File: src/rtl/pipe_hazard_ctrl.sv
// Pipeline hazard controller: branch flush, load-use stall, multi-cycle
// mult/div freeze, and a saturating stall-cycle counter.
module pipe_hazard_ctrl #(
    parameter int unsigned MULT_CYCLES = 4,
    parameter int unsigned DIV_CYCLES  = 32
) (
    input  logic        clk,
    input  logic        rst_n,
    input  logic        idex_memread,
    input  logic [4:0]  idex_rt,
    input  logic [4:0]  ifid_rs,
    input  logic [4:0]  ifid_rt,
    input  logic        branch_taken,
    input  logic        md_start,
    input  logic        md_op,
    input  logic        cnt_clr,
    output logic        PCwrite,
    output logic        IFIDwrite,
    output logic        Ctrl_IDEX_mux,
    output logic        IFIDflush,
    output logic        md_busy,
    output logic        md_done,
    output logic [15:0] stall_cnt
);

    typedef enum logic [1:0] {RUN, MD_BUSY, MD_DONE} state_t;

    // Counter preload is N-1 so the busy phase covers cnt = N-1 .. 0.
    localparam logic [5:0] MULT_LD = 6'(MULT_CYCLES - 1);
    localparam logic [5:0] DIV_LD  = 6'(DIV_CYCLES - 1);

    state_t     state, state_nxt;
    logic [5:0] md_cnt, md_cnt_nxt;
    logic       load_use;

    // Writes to $0 are discarded, so a load targeting $0 never creates a hazard.
    assign load_use = idex_memread && (idex_rt != 5'd0) &&
                      ((idex_rt == ifid_rs) || (idex_rt == ifid_rt));

    // Outputs and next state; hazards act in the cycle they are seen.
    always_comb begin
        PCwrite       = 1'b0;
        IFIDwrite     = 1'b0;
        Ctrl_IDEX_mux = 1'b0;
        IFIDflush     = 1'b0;
        md_busy       = 1'b0;
        md_done       = 1'b0;
        state_nxt     = state;
        md_cnt_nxt    = md_cnt;
        if (rst_n) begin
            case (state)
                MD_BUSY: begin
                    md_busy = 1'b1;
                    if (md_cnt == 6'd0) state_nxt = MD_DONE;
                    else                md_cnt_nxt = md_cnt - 6'd1;
                end
                default: begin
                    // RUN and MD_DONE share hazard handling; MD_DONE lasts one cycle.
                    PCwrite       = 1'b1;
                    IFIDwrite     = 1'b1;
                    Ctrl_IDEX_mux = 1'b1;
                    md_done       = (state == MD_DONE);
                    state_nxt     = RUN;
                    if (branch_taken) begin
                        IFIDflush     = 1'b1;
                        Ctrl_IDEX_mux = 1'b0;
                    end else if (load_use) begin
                        PCwrite       = 1'b0;
                        IFIDwrite     = 1'b0;
                        Ctrl_IDEX_mux = 1'b0;
                    end else if (md_start) begin
                        state_nxt  = MD_BUSY;
                        md_cnt_nxt = md_op ? DIV_LD : MULT_LD;
                    end
                end
            endcase
        end
    end

    // FSM state and freeze counter; reset aborts any operation in flight.
    always_ff @(posedge clk or negedge rst_n) begin
        if (!rst_n) begin
            state  <= RUN;
            md_cnt <= 6'd0;
        end else begin
            state  <= state_nxt;
            md_cnt <= md_cnt_nxt;
        end
    end

    // Saturating stall counter; clear wins over a same-cycle increment.
    always_ff @(posedge clk or negedge rst_n) begin
        if (!rst_n)                                     stall_cnt <= 16'd0;
        else if (cnt_clr)                               stall_cnt <= 16'd0;
        else if (!PCwrite && (stall_cnt != 16'hFFFF))   stall_cnt <= stall_cnt + 16'd1;
    end

endmodule

File: config.mk
export PLATFORM = sky130hd
export DESIGN_NAME = pipe_hazard_ctrl
export DESIGN_NICKNAME = d
export VERILOG_FILES = /design/src/rtl/pipe_hazard_ctrl.sv
export SDC_FILE = /design/constraint.sdc
export NUM_CORES = 1
export LEC_CHECK = 0
export CAP_MARGIN = 0
export CORE_UTILIZATION = 48
export DETAILED_ROUTE_END_ITERATION = 16
export PLACE_DENSITY = 0.84
export SETUP_SLACK_MARGIN = 0.4
export SYNTH_ARGS = -nofsm -noshare
export SYNTH_HDL_FRONTEND = slang
export SYNTH_SLANG_ARGS = --single-unit
File: constraint.sdc
create_clock -name clk -period 2.3 [get_ports clk]
set_clock_uncertainty 0.1 [all_clocks]
set_input_delay 0.345 -clock clk [delete_from_list [all_inputs] [get_ports clk]]
set_output_delay 0.345 -clock clk [all_outputs]
set_load 0.01 [all_outputs]
==> results.py <==
metrics = {
    "flow_run": {
        "cap_violations": 0,
    },
    "yosys": {
        "yosys_warnings": 0,
        "synth-seq-cells": 24,
        "postSynthAreaPerCell_um2": 9.03,
        "async_reset_ff_share_pct": 100,
        "synth_area_leaders": "dfrtp_1 38%, xnor2_1 5.6%, a21oi_1 5.4%",
        "netlist_area_mm2": 0.00157,
        "synth_cells": 174,
        "ys.flop_type": "dfrtp_1",
        "synth_edf_count": 0,
        "synth_nets": 199,
        "ys_seq_area_share_pct": 38.2,
        "synth.distinct_cells": 47,
        "synth.largest_area_cell": "dfrtp_1",
        "synth_top_area_share_pct": 38.2,
    },
    "power": {
        "total_power_mw": 1.21,
        "p_leak_nw": 1.26,
        "vdd_drop_max_uv": 497,
        "p_per_area_mw_per_mm2": 452,
    },
    "cts": {
        "cts_tree": "done",
        "clock_sink_count": 24,
        "clk_latency_ns": 0.35,
        "h-tree-depth": 1,
        "cts_buffer_depth": 2,
        "path_clk_slew_ns": 0.16,
        "root_buffer": "clkbuf_4",
        "cts_buffers": 3,
    },
    "worst_setup_path": {
        "setup.worst_path.class": "flop to flop",
        "crit_path_start_kind": "flop",
        "crit_required_ns": 2.49,
        "critPathLaunch": "stall_cnt[8]",
        "critical_path.max_fanout": 12,
        "end_kind": "flop",
        "r2r-start": "stall_cnt[8]",
        "cp.arrival_ns": 2.37,
    },
    "final_layout": {
        "finish.utilization_pct": 86.7,
        "n_fill_cell": 166,
        "n_antenna_cell": 0,
        "final_nets": 283,
        "seqCellArea_um2": 608,
        "drive_above_1_share_pct": 40.9,
        "layout_commonest_cell": "buf_4",
        "syn2layout_area_growth_pct": 69.8,
        "multi_input_area_mm2": 0.00109,
        "layout_common_cells": "37 x buf_4, 18 x dfrtp_1, 14 x clkdlybuf4s50_1",
    },
    "die": {
        "fp.dieArea_mm2": 0.00351,
        "dieWidth_um": 59.2,
        "die_h_um": 59.2,
        "core_region_area_mm2": 0.00308,
        "ios": 44,
        "start_util_pct": 51.1,
        "rows": 20,
    },
    "global_routing": {
        "grt_util_met1_pct": 35.6,
        "grt_max_degree": 29,
        "grt-ovfl-total": 0,
        "busiest_layer": "met2",
        "grt_pass1_vias": 1691,
        "antenna_found_initial": 0,
        "met2_usage_pct": 54.7,
        "grt_usage_pct": 30.1,
        "grt_first_pass_wirelength_um": 7820,
        "use_met3_pct": 4.80,
    },
    "sta": {
        "setup_viol": 0,
        "rsz0062_at_grt": "yes",
        "maxSlewHeadroom_pct": 78.1,
        "tightest_slew_ns": 0.328,
        "fin_crit_sh_pct": 94.9,
        "min_period_ns": 2.18,
        "hold_viol": 0,
        "finalMaxSlewViolations": 0,
        "fmax_mhz": 458,
    },
    "detailed_routing": {
        "antenna_left": 0,
        "viasPerCell": 5.94,
        "drc": 0,
        "drt_iter0_drc": 202,
        "vias": 1789,
        "wl_per_cell_um": 20.3,
        "detail_route.first_pass.iterations": 4,
        "wl_um": 6100,
    },
    "placed_design": {
        "hpwl_um": 3120,
        "finalWeightedCongestion": 0.862,
        "io_buffers": 43,
    },
    "min_path": {
        "hp-class": "primary input to async pin",
    },
    "outcome": {
        "status": "finished clean",
    },
}
-- cell families (layout without fill, tap and decap cells) --
| group | count (synthesis) | after routing | share of synthesized area [%] |
|---|---|---|---|
| AO/OA/AOI/OAI | 46 | 46 | 19.3 |
| XOR/XNOR | 11 | 11 | 6.13 |
| adder cells (fa/ha/maj) | 3 | 3 | 2.39 |
| buffers and inverters | 12 | 95 | 4.62 |
| flip-flops | 24 | 24 | 38.2 |
| multiplexers | 3 | 3 | 2.07 |
| AND/OR/NAND/NOR | 75 | 75 | 27.3 |
-- cell usage after synthesis, drive strengths merged, types with 4 or more instances --
cell type,count
a21oi,17
dfrtp,24
buf,4
nor2,12
nand2,11
clkbuf,4
nand3,9
o21ai,14
xnor2,10
nor3,5
and3,4
or3,10
inv,4
-- sequential cells by signal, summed over array words and instances, names as in the netlist --
register,cells
md_cnt,6
stall_cnt,16
state,2
-- through the flow --
stage	hold WS, ns	area [um2]	setup slack [ns]	cells	TNS, ns
6_report	0.0455	2670	0.118	301	0
5_1_grt	0.0212	2670	0.0789	301	0
4_1_cts	0.0153	2470	0.204	296	0
3_5_place_dp	0.450	2200	-0.559	272	-6.54
3_3_place_gp	0.428	2200	-0.486	272	-5.05
2_1_floorplan	-0.0506	1620	0.299	174	0
-- routing by layer --
layer	wire length, um	share of wire (%)
met4	139	2.3
met3	295	4.8
met1	2430	40
met5	0	0
met2	3240	53
-- worst max-delay path, stage by stage (launching register included) --
cell and delay [ns]:
dfrtp_2 0.49, nand4_1 0.22, nor3_4 0.09, a211oi_4 0.29, a22oi_4 0.11, buf_12 0.16, or4_1 0.50, a21oi_1 0.15
-- power by group --
group / switching (mW) / internal, mW / total (mW)
registers: 0.0641 / 0.465 / 0.529
clock network: 0.149 / 0.177 / 0.326
logic: 0.168 / 0.183 / 0.351
total: 0.382 / 0.825 / 1.21
-- layout make-up --
class | instances | share of cell area, %
multi-input cells | 138 | 40.9
repair buffers | 87 | 31.7
flip-flops and latches | 24 | 22.8
well taps | 44 | 2.06
clock inverters | 1 | 1.13
clock buffers | 3 | 0.844
inverters | 4 | 0.563
-- worst paths after layout --
kind	to	slack, ns	cells past startpoint
worst max-delay path	stall_cnt[5]	0.12	7
worst min-delay path	state[0]	0.05	2
worst max register to register	stall_cnt[5]	0.12	7
worst min register to register	md_cnt[5]	0.48	1
max in group asynchronous	stall_cnt[1]	1.67	2
min in group clk	md_cnt[5]	0.48	1
-- repair_timing --
item / in CTS / in global routing
pin swaps: 23 / 28
hold buffers: 0 / 0
setup buffers: 19 / 4
setup endpoints to repair: 29 / 35
endpoints found under the hold margin: 0 / 0
resized for setup: 55 / 42
cloned: 1 / 1
Power figures use the tool's default switching activity.
